File: config.mk
export PLATFORM = sky130hd
export DESIGN_NAME = ram_shifter_dbuf
export DESIGN_NICKNAME = d
export VERILOG_FILES = /design/src/rtl/ram_shifter_pkg.sv /design/src/rtl/ram_shifter_dbuf_dpram_dist_1b.sv /design/src/rtl/ram_shifter_dbuf.sv
export SDC_FILE = /design/constraint.sdc
export NUM_CORES = 1
export LEC_CHECK = 0
export CAP_MARGIN = 15
export CORE_MARGIN = 1.5
export CORE_UTILIZATION = 45
export DETAILED_ROUTE_END_ITERATION = 12
export GPL_TIMING_DRIVEN = 0
export PLACE_DENSITY_LB_ADDON = 0.1
export SLEW_MARGIN = 20
export SYNTH_ARGS = -nofsm -noshare
export SYNTH_HDL_FRONTEND = slang
export SYNTH_SLANG_ARGS = --single-unit
File: constraint.sdc
create_clock -name clk -period 5.6 [get_ports clk]
set_input_delay 1.12 -clock clk [delete_from_list [all_inputs] [get_ports clk]]
set_output_delay 1.12 -clock clk [all_outputs]
set_load 0.005 [all_outputs]
File: src/rtl/ram_shifter_pkg.sv
// Purpose : shared constants and elaboration-time helpers for the RAM-backed
//           bit-serial frame shifter.
// Latency : n/a (package only).
// Backpressure: n/a (package only).
package ram_shifter_pkg;

    // Frame width used when the top is instantiated without overrides.
    localparam int DEFAULT_IO_WIDTH = 16;

    // Ceiling log2 for parameter arithmetic; clog2(1) == 0.
    function automatic int clog2(input int value);
        int result;
        result = 0;
        while ((1 << result) < value) begin
            result = result + 1;
        end
        return result;
    endfunction

    // Number of bits held by the frame store: one bit per {bank, addr}.
    function automatic int init_width(input int num_banks, input int addr_width);
        return num_banks * (1 << addr_width);
    endfunction

endpackage

File: src/rtl/ram_shifter_dbuf_dpram_dist_1b.sv
// Purpose : 1-bit dual-port distributed RAM, synchronous write on one port and
//           asynchronous read on the other (RAM32X1D/RAM64X1D/RAM128X1D shape).
// Latency : write lands at the clock edge; dpo follows ra combinationally.
// Backpressure: none; a write is accepted every cycle we is high.
//
// Ports:
//   clk  clock for the write port
//   we   write enable
//   wa   write address
//   d    write data
//   ra   read address
//   dpo  read data (combinational from ra)
module dpram_dist_1b #(
    parameter int                            DEPTH_LOG2 = 6,
    parameter logic [(1 << DEPTH_LOG2)-1:0]  INIT       = '0
) (
    input  logic                  clk,
    input  logic                  we,
    input  logic [DEPTH_LOG2-1:0] wa,
    input  logic                  d,
    input  logic [DEPTH_LOG2-1:0] ra,
    output logic                  dpo
);

    // Configuration-time contents only; nothing in the design clears this
    // array, so a reset leaves previously written frames in place.
    logic [(1 << DEPTH_LOG2)-1:0] mem = INIT;

    always_ff @(posedge clk) begin
        if (we) begin
            mem[wa] <= d;
        end
    end

    assign dpo = mem[ra];

endmodule

File: src/rtl/ram_shifter_dbuf.sv
// Purpose : multi-buffered bit-serial shifter; one bit of `in` is written to the
//           write bank and the same position is read from the read bank per cycle.
// Latency : out[k] updates one cycle after addr==k; a frame written in bank B
//           appears on out during the first full frame after B becomes rd_bank.
// Backpressure: none; runs every cycle, bank rotation is requested via
//           swap_req/auto_swap and acknowledged with a one-cycle swap_ack.
//
// Ports:
//   clk        single clock, all state on rising edge
//   rst        synchronous active-high reset
//   in         parallel frame data, sampled one bit per cycle at position addr
//   out        registered parallel data assembled from the read bank
//   swap_req   request bank rotation at the next frame boundary (level or pulse)
//   auto_swap  rotate at every frame boundary while high
//   swap_ack   one-cycle pulse in the first cycle after a rotation
//   addr       current bit position (0 .. IO_WIDTH-1)
//   wr_bank    bank being written
//   rd_bank    bank being read
module ram_shifter_dbuf
    import ram_shifter_pkg::*;
#(
    parameter int   IO_WIDTH   = DEFAULT_IO_WIDTH,
    parameter int   ADDR_WIDTH = 5,
    parameter int   NUM_BANKS  = 2,
    parameter logic [init_width(NUM_BANKS, ADDR_WIDTH)-1:0] INIT = '0,
    localparam int  BANK_WIDTH = clog2(NUM_BANKS)
) (
    input  logic                  clk,
    input  logic                  rst,
    input  logic [IO_WIDTH-1:0]   in,
    output logic [IO_WIDTH-1:0]   out,
    input  logic                  swap_req,
    input  logic                  auto_swap,
    output logic                  swap_ack,
    output logic [ADDR_WIDTH-1:0] addr,
    output logic [BANK_WIDTH-1:0] wr_bank,
    output logic [BANK_WIDTH-1:0] rd_bank
);

    localparam int                  DEPTH_LOG2 = ADDR_WIDTH + BANK_WIDTH;
    localparam logic [ADDR_WIDTH-1:0] LAST_ADDR = ADDR_WIDTH'(IO_WIDTH - 1);

    typedef enum logic {
        S_IDLE,
        S_PENDING
    } swap_state_t;

    swap_state_t state;
    swap_state_t state_next;

    logic boundary;
    logic rotate;
    logic wr_bit;
    logic rd_bit;

    assign boundary = (addr == LAST_ADDR);

    // ------------------------------------------------------------------
    // Swap FSM: PENDING remembers a request seen earlier in the frame.
    // A request in the boundary cycle itself rotates directly and is
    // consumed there, so it never leaves the FSM armed for the next frame.
    // ------------------------------------------------------------------
    always_ff @(posedge clk) begin
        if (rst) begin
            state <= S_IDLE;
        end else begin
            state <= state_next;
        end
    end

    always_comb begin
        state_next = state;
        rotate     = 1'b0;
        if (boundary && ((state == S_PENDING) || swap_req || auto_swap)) begin
            rotate     = 1'b1;
            state_next = S_IDLE;
        end else if (swap_req) begin
            state_next = S_PENDING;
        end
    end

    // ------------------------------------------------------------------
    // Bit select of the incoming frame. A compare loop keeps the index
    // width independent of IO_WIDTH vs 2**ADDR_WIDTH.
    // ------------------------------------------------------------------
    always_comb begin
        wr_bit = 1'b0;
        for (int i = 0; i < IO_WIDTH; i++) begin
            if (addr == ADDR_WIDTH'(i)) begin
                wr_bit = in[i];
            end
        end
    end

    // ------------------------------------------------------------------
    // Frame store. rd_bank never equals wr_bank, so the async read port
    // never observes the location being written in the same cycle.
    // Writes are suppressed in reset cycles to leave the RAM untouched.
    // ------------------------------------------------------------------
    dpram_dist_1b #(
        .DEPTH_LOG2 (DEPTH_LOG2),
        .INIT       (INIT)
    ) u_ram (
        .clk (clk),
        .we  (~rst),
        .wa  ({wr_bank, addr}),
        .d   (wr_bit),
        .ra  ({rd_bank, addr}),
        .dpo (rd_bit)
    );

    // ------------------------------------------------------------------
    // Counter, bank pointers, ack pulse and output shift register.
    // NUM_BANKS is a power of two, so wr_bank wraps by plain overflow.
    // ------------------------------------------------------------------
    always_ff @(posedge clk) begin
        if (rst) begin
            addr     <= '0;
            wr_bank  <= '0;
            rd_bank  <= BANK_WIDTH'(NUM_BANKS - 1);
            swap_ack <= 1'b0;
            out      <= '0;
        end else begin
            addr     <= boundary ? '0 : addr + ADDR_WIDTH'(1);
            swap_ack <= rotate;
            if (rotate) begin
                rd_bank <= wr_bank;
                wr_bank <= wr_bank + BANK_WIDTH'(1);
            end
            for (int i = 0; i < IO_WIDTH; i++) begin
                if (addr == ADDR_WIDTH'(i)) begin
                    out[i] <= rd_bit;
                end
            end
        end
    end

endmodule

## Word-level counts from Yosys, hierarchy flattened

Index checks and enable logic that the tools add are counted.

- Logic and storage cells: 71
- Input port bits: 20
- Flip-flop bits (word level): 89
- Output and inout port bits: 24

- Multiplexer cells: 22
- $add $sub $neg: 2
- Reductions and logical operators: 7
- Equality and inequality tests: 15
- Order comparisons: 3

Operators by type and width:

| cell | number |
|---|---|
| $bwmux W64 | 1 |
| $eq A5 B4 Y1 const B | 8 |
| $eq A5 B3 Y1 const B | 4 |
| $mux W1 | 19 |
| $lt A6 B7 Y1 const B | 2 |
| $eq A5 B2 Y1 const B | 2 |
| $bmux W1 S6 | 1 |
| $demux W1 S6 | 1 |
| $ge A6 B1 Y1 const B | 1 |
| $add A5 B1 Y5 const B | 1 |
| $eq A5 B1 Y1 const B | 1 |
| $logic_not A5 Y1 | 1 |
| $reduce_or A2 Y1 | 2 |
| $logic_and A1 B1 Y1 | 2 |
| $logic_or A1 B1 Y1 | 2 |
| $add A1 B1 Y1 const B | 1 |

## Longest topological paths before layout

Gate-level depths: netlist of the first run.

- Depth in word-level cells: 18
- Depth in mapped cells: 11
- Gate-level depth less buffers: 8

## Hierarchy

A second synthesis of the first run with hierarchy kept.

- Cell total of the unflattened synthesis: 370
- Area, all modules: 4282.9 um^2

Modules (own cells, without submodules):

| module | cells an instance | seq. area each (um^2) | times used | area an instance (um^2) |
|---|---|---|---|---|
| dpram_dist_1b | 206 | 1921.8 | 1 | 2971.6 |
| ram_shifter_dbuf | 164 | 500.5 | 1 | 1311.3 |

## Least setup slack after synthesis of the first run

No wires, ideal clock.

- Path type: input to register
- From: in in[1]
- To: reg u_ram.mem[0] (data pin)
- Stages: 6
- Arrival: 3693 ps
- Setup slack: 1358 ps
- Cells stage by stage: a21oi_1 > a2111oi_0 > o211ai_1 > a32oi_1 > o21ai_0 > a21oi_1

- Cells in the longest elaborated chain, start to end: 16

Ends and longest elaborated chain:

| element | RTL line | RTL |
|---|---|---|
| from (decl) | ram_shifter_dbuf.sv:30 | `input logic [IO_WIDTH-1:0] in,` |
| $mux W1 (15 in a row) | ram_shifter_dbuf.sv:89 | `if (addr == ADDR_WIDTH'(i)) begin` |
| net u_ram.d | ram_shifter_dbuf_dpram_dist_1b.sv:20 | `input logic d,` |
| $bwmux W64 | ram_shifter_dbuf_dpram_dist_1b.sv:31 | `mem[wa] <= d;` |
| to (signal, indexed assignment) | ram_shifter_dbuf_dpram_dist_1b.sv:31 |  |
| to (decl) | ram_shifter_dbuf_dpram_dist_1b.sv:27 | `logic [(1 << DEPTH_LOG2)-1:0] mem = INIT;` |

The timed path passes the listed nets, and every way through them passes these cells.
A chain may end at the register's enable or synchronous reset.

## Final worst setup path of the first run

- From: reg addr[2]
- To: reg u_ram.mem[47] (data pin)

- Cells in the longest elaborated chain, start to end: 18
- Elaborated cells on any way between the ends: 38

Ends and longest elaborated chain:

| element | RTL line | RTL |
|---|---|---|
| from (decl) | ram_shifter_dbuf.sv:35 | `output logic [ADDR_WIDTH-1:0] addr,` |
| from (signal assigned) | ram_shifter_dbuf.sv:124 | `addr <= boundary ? '0 : addr + ADDR_WIDTH'(1);` |
| $logic_not A5 Y1 | ram_shifter_dbuf.sv:89 |  |
| $mux W1 (15 in a row) | ram_shifter_dbuf.sv:89 |  |
| $mux W1 (*) | ram_shifter_dbuf.sv:89 |  |
| net u_ram.d | ram_shifter_dbuf_dpram_dist_1b.sv:20 |  |
| $bwmux W64 (*) | ram_shifter_dbuf_dpram_dist_1b.sv:31 |  |

Mark *: on every way through the listed nets, which the timed path passes. The rest lies on a longest branch.

==> impl_metrics.yaml, run 1 <==
sta:
  slew_headroom_pct: 54.9
  hold_viol: 0
  layout_setup_ws_ns: 2.40
  max_freq_mhz: 313
  finalSetupTns_ns: 0
  tightest_slew_ns: 0.675
  drv_slew: 0
  setup_viol: 0
  rsz0062_at_grt: "false"
  fin_skew_ns: 0.00987
  fin_crit_sh_pct: 57.1
  holdWs_ns: 0.481
  fin_crit_ns: 3.20
clocking:
  cts_hold_buf: 0
  post-cts-setup-buffers: 0
  path_clk_slew_ns: 0.09
  clock_latency_ns: 0.37
  cts_max_path_buffers: 2
  cts.repair.resized: 0
  cts_htree_levels: 3
  tritoncts: "yes"
  cts.sinks: 89
  cts_made_buffers: 9
  cts-root-buf: "clkbuf_8"
synthesis:
  synth-xor-area-share_pct: 0.616
  synthesis.area_per_instance_sq_um: 10.7
  synth_top_cell_area_share_pct: 45.0
  synth-compound-area-share_pct: 15.3
  synth_nets: 425
  ys_seq_area_share_pct: 56.8
  synth_flop_cell: "edfxtp_1"
  async_flop_share_pct: 0
  synth_top_family_by_area: "simple AND/OR/NAND/NOR gates"
  synth_edf_count: 64
  synth-simple-area-share_pct: 16.7
  netlist_top_cells_count: "nor2_1 (76), edfxtp_1 (64), a21oi_1 (25), dfxtp_1 (25)"
  synth_area_leader_cell: "edfxtp_1"
  synth_area_leaders: "edfxtp_1 (45%), dfxtp_1 (12%), nor2_1 (6.7%)"
  synth_fa_ha_area_share_pct: 1.47
  yosysUniqueCellTypes: 57
  synth_mux_area_share_pct: 4.22
  synth_cells: 400
  ys_ff_latch: 89
  synth.cell_area_sq_um: 4270
  yosysMostFrequentCell: "nor2_1"
  yosys_warnings: 0
finish:
  final_util_pct: 55.4
  layout.nets: 481
  multi_input_area_sq_um: 1650
  fill_cells: 833
  syn2layout_area_growth_pct: 19.5
  num_antenna_cells: 0
  instances_no_fill: 572
  seqCellArea_sq_um: 2420
  drive_gt1_share_pct: 10.2
floorplanning:
  die_area_sq_um: 10100
  rows: 35
  fp.dieH_um: 100
  ios: 44
  core-area_sq_um: 9200
  die_w_um: 100
  start_util_pct: 46.4
global_routing:
  grt_pass1_wl_mm: 17.1
  grtUsageTotal_pct: 22.6
  antenna_found_initial: 0
  overflow: 0
  grt_pass1_vias: 3153
  grt_max_degree: 34
setup_path:
  critPathKind: "flop to flop"
  crit_start: "addr[2]"
  cpMostUsedCell: "buf_2"
  r2r_cells: 12
  cp-end-kind: "flop"
  crit_slowest_cell: "dfxtp_1"
  r2r_start: "addr[2]"
  cp_cell_sequence: "buf_4 > buf_2 > buf_2 > buf_2 > buf_2 > and3_1 > ha_1 > nand2b_1 > o31ai_1 > a21oi_4 > buf_16 > buf_16"
  worstPathArrival_ns: 3.30
  reg2reg_to: "u_ram.mem[47]"
  ff2ff_setup_slack_ns: 2.40
  required_ns: 5.71
  crit_cells: 12
  crit_path_end: "u_ram.mem[47]"
  crit_family: "buffers and inverters"
  path_buf_inv: 7
  critPathLaunchType: "flop"
  cp_slowest_stage_delay_ns: 0.38
  crit_fanout: 33
route:
  routed_wl_mm: 10.9
  antenna_left: 0
  vias_per_cell: 5.81
  drcViolationCount: 0
  drt_first_pass_iters: 5
  drt_iter0_drc: 262
  post_drt_wl_per_cell_um: 19.0
  vias: 3325
placed_design:
  gp_congestion: 0.823
  numPortBuffers: 43
  dp_cells: 556
  hpwl_mm: 7.45
  pre_cts_slack_ns: 2.24
outcome:
  status: "completed"
run:
  maxCapViolations: 0
worst_hold_path:
  holdCritPathClass: "flop to flop"
power:
  power_density_nw_per_um2: 279
  peakVddDrop_mv: 0.142
  power_leakage_nw: 1.70
==> where the power goes <==
| group | internal (mW) | leakage [nW] | switching, mW |
|---|---|---|---|
| clock | 0.202 | 0.106 | 0.240 |
| combinational | 0.0947 | 0.808 | 0.138 |
| sequential | 0.745 | 0.784 | 0.00470 |
==> worst min path at each step <==
| stage | from | endpoint | slack [ns] | cells past startpoint |
|---|---|---|---|---|
| after global placement | out[14] | out[14] | 0.46 | 2 |
| after CTS | out[14] | out[14] | 0.49 | 2 |
| after global routing | out[14] | out[14] | 0.51 | 2 |
| after floorplan | state | state | 0.44 | 2 |
| after detailed placement | out[14] | out[14] | 0.47 | 2 |
| final | out[14] | out[14] | 0.48 | 2 |
==> layout by cell type, fill, tap and decap left out, types with 5 or more instances in the layout <==
cell,Yosys,layout
a21oi_1,25,24
a311oi_1,14,14
buf_2,8,8
clkbuf_1,18,18
clkbuf_8,0,10
clkdlybuf4s50_1,0,43
dfxtp_1,25,25
edfxtp_1,64,64
ha_1,5,5
inv_1,8,8
mux2i_1,12,12
nand2_1,18,18
nand3_1,6,6
nand3b_1,7,7
nor2_1,76,76
nor2b_1,14,14
o21ai_0,13,13
==> per-layer routing <==
metal  up-vias  GRT usage, %  routed length (um)
met4         0          8.56                 176
met5         -             0                   0
met2        93          33.1                5080
li1       1581             -                   -
met1      1632          33.9                5080
met3        19          3.27                 537
==> worst reg2reg max path: stages, from the launching register on <==
cell	delay (ns)
dfxtp_1	0.38
buf_4	0.19
buf_2	0.28
buf_2	0.33
buf_2	0.31
buf_2	0.29
and3_1	0.19
ha_1	0.30
nand2b_1	0.09
o31ai_1	0.13
a21oi_4	0.08
buf_16	0.19
buf_16	0.18
==> per-stage QoR <==
step	total power [mW]	area, sq um
5_1_grt	1.48	5100
4_1_cts	1.43	5100
2_1_floorplan	0.894	4270
3_3_place_gp	0.973	4840
6_report	1.42	5100
3_5_place_dp	0.995	4900
==> cell type report <==
class                           instances  share of cell area (%)
Multi-Input combinational cell        268                    32.3
Buffer                                 34                    3.44
Sequential cell                        89                    47.5
Inverter                                9                   0.663
Timing Repair Buffer                   45                    9.52
Clock inverter                          5                   0.638
Clock buffer                           11                    3.19
Tap cell                              111                    2.72
==> sequential cells by signal, indices dropped and copies added (netlist names) <==
name / count
state: 1
swap_ack: 1
addr: 5
u_ram.mem: 64
rd_bank: 1
out: 16
wr_bank: 1
==> kinds of logic (layout without fill, tap and decap cells) <==
kind of cell	count (synthesis)	after routing
mux	17	17
flops	89	89
xor+xnor	3	3
fa+ha+maj	5	5
buf+inv	43	104
compound gates	92	92
simple gates	151	151
Note: power is estimated with default switching activity, not from simulation.
==> run 2: changes to the inputs <==
clock period = 3 ns   (was 5.6 ns; I/O delays follow)
==> impl_metrics.yaml, run 2 (synthesized netlist as in run 1, its figures left out) <==
clocking:
  cts-root-buf: "clkbuf_8"
  cts_max_path_buffers: 2
  cts_made_buffers: 9
  cts.sinks: 89
  tritoncts: "yes"
  cts_htree_levels: 3
  clock_latency_ns: 0.36
  path_clk_slew_ns: 0.09
  cts_hold_buf: 0
global_routing:
  overflow: 0
  grt_pass1_vias: 3079
  grt_max_degree: 29
  grt_pass1_wl_mm: 16.8
  grtUsageTotal_pct: 22.2
  antenna_found_initial: 0
setup_path:
  required_ns: 3.10
  crit_family: "buffers and inverters"
  cp-end-kind: "flop"
  r2r_cells: 12
  critPathLaunchType: "flop"
  reg2reg_to: "u_ram.mem[44]"
  critPathKind: "flop to flop"
  cp_cell_sequence: "buf_4 > buf_2 > buf_4 > clkbuf_4 > clkbuf_4 > and3_1 > ha_2 > nand2b_1 > o31ai_1 > a21oi_4 > buf_16 > buf_16"
  ff2ff_setup_slack_ns: 0.14
  path_buf_inv: 7
  crit_fanout: 28
  r2r_start: "addr[2]"
  crit_slowest_cell: "dfxtp_1"
  worstPathArrival_ns: 2.96
  cp_slowest_stage_delay_ns: 0.36
floorplanning:
  die_w_um: 100
  rows: 35
  fp.dieH_um: 100
  start_util_pct: 46.4
  ios: 44
  die_area_sq_um: 10100
  core-area_sq_um: 9200
sta:
  drv_slew: 0
  slew_headroom_pct: 57.4
  max_freq_mhz: 350
  fin_crit_ns: 2.86
  finalSetupTns_ns: 0
  rsz0062_at_grt: "false"
  hold_viol: 0
  fin_skew_ns: 0.0123
  layout_setup_ws_ns: 0.143
  tightest_slew_ns: 0.638
  fin_crit_sh_pct: 95.2
  setup_viol: 0
finish:
  num_antenna_cells: 0
  largest_reg_flops: 64
  fill_cells: 840
  largest_register: "u_ram.mem"
  multi_input_area_sq_um: 1660
  layout.nets: 482
  layout_commonest_cell: "nor2_1"
  syn2layout_area_growth_pct: 20.5
  layout_common_cells: "nor2_1 (76), edfxtp_1 (64), clkdlybuf4s50_1 (43), dfxtp_1 (25), a21oi_1 (24)"
  final_util_pct: 55.9
  drive_gt1_share_pct: 12.1
  reg.largest.list: "u_ram.mem (64), out (16), addr (5)"
  seqCellArea_sq_um: 2420
route:
  drcViolationCount: 0
  drt_first_pass_iters: 5
  vias: 3348
  vias_per_cell: 5.84
  post_drt_wl_per_cell_um: 18.7
  drt_iter0_drc: 294
  antenna_left: 0
  routed_wl_mm: 10.7
power:
  peakVddDrop_mv: 0.210
  power_leakage_nw: 1.71
  power_density_nw_per_um2: 518
placed_design:
  hpwl_mm: 7.40
  pre_cts_slack_ns: -0.224
  numPortBuffers: 43
  gp_congestion: 0.871
run:
  maxCapViolations: 0
outcome:
  status: "completed"
worst_hold_path:
  holdPathStages: 2
  min_from: "out[14]"
  hold_end: "out[14]"
  holdCritPathClass: "flop to flop"
-- run 2: changes by cell type in the layout (fill, tap and decap cells not counted), moves of 2 or more --
cell | before | now
clkinv_4 | 0 | 3
clkbuf_4 | 0 | 3
ha_2 | 0 | 3
clkbuf_1 | 18 | 15
inv_4 | 3 | 1
ha_1 | 5 | 2
buf_2 | 8 | 4
buf_4 | 3 | 7
-- run 2: metal layers --
metal  track usage, %  share of wire (%)  vias to the layer above
met1             33.0                 46                     1617
met4             8.34                2.3                        0
li1                 -                  -                     1588
met3             2.92                5.8                       18
met5                0                  0                        -
met2             33.1                 46                      125
-- run 2: what timing repair did --
action	4_1_cts	5_1_grt
endpoints found under the setup margin	54	64
resized for setup	3	10
setup buffers	3	0
pin swaps	0	0
-- run 2: worst max-delay path by stage --
stage	start	endpoint	slack (ns)	cells after the start
final	addr[2]	u_ram.mem[44]	0.14	12
after global routing	addr[2]	u_ram.mem[44]	0.01	12
after CTS	addr[0]	u_ram.mem[61]	0.004	12
after detailed placement	addr[2]	u_ram.mem[61]	-0.22	11
after global placement	addr[1]	u_ram.mem[40]	-0.77	9
after floorplan	addr[1]	u_ram.mem[0]	0.15	9
-- run 2: final cells by class --
| class | instances | share of cell area [%] |
|---|---|---|
| Buffer | 32 | 3.48 |
| Clock inverter | 6 | 0.949 |
| Tap cell | 111 | 2.70 |
| Clock buffer | 10 | 2.90 |
| Multi-Input combinational cell | 268 | 32.3 |
| Sequential cell | 89 | 47.1 |
| Inverter | 9 | 0.730 |
| Timing Repair Buffer | 48 | 9.88 |
-- run 2: report_power, final --
group	switching [mW]	internal [mW]	leakage, nW
registers	0.00891	1.39	0.784
clock network	0.455	0.361	0.104
logic	0.259	0.189	0.817
-- run 2: metrics by stage --
| stage | area [sq um] | hold WS [ns] | power [mW] | cells |
|---|---|---|---|---|
| after floorplan | 4280 | 0.438 | 1.67 | 400 |
| after global placement | 4850 | 0.458 | 1.81 | 554 |
| after detailed placement | 4900 | 0.466 | 1.86 | 556 |
| after CTS | 5130 | 0.479 | 2.67 | 575 |
| after global routing | 5140 | 0.500 | 2.77 | 573 |
| final | 5140 | 0.480 | 2.66 | 573 |
-- run 2: tightest hold or removal path: stages (launching register included) --
cell	delay, ns
dfxtp_1	0.33
nand2_1	0.06
a21oi_1	0.05
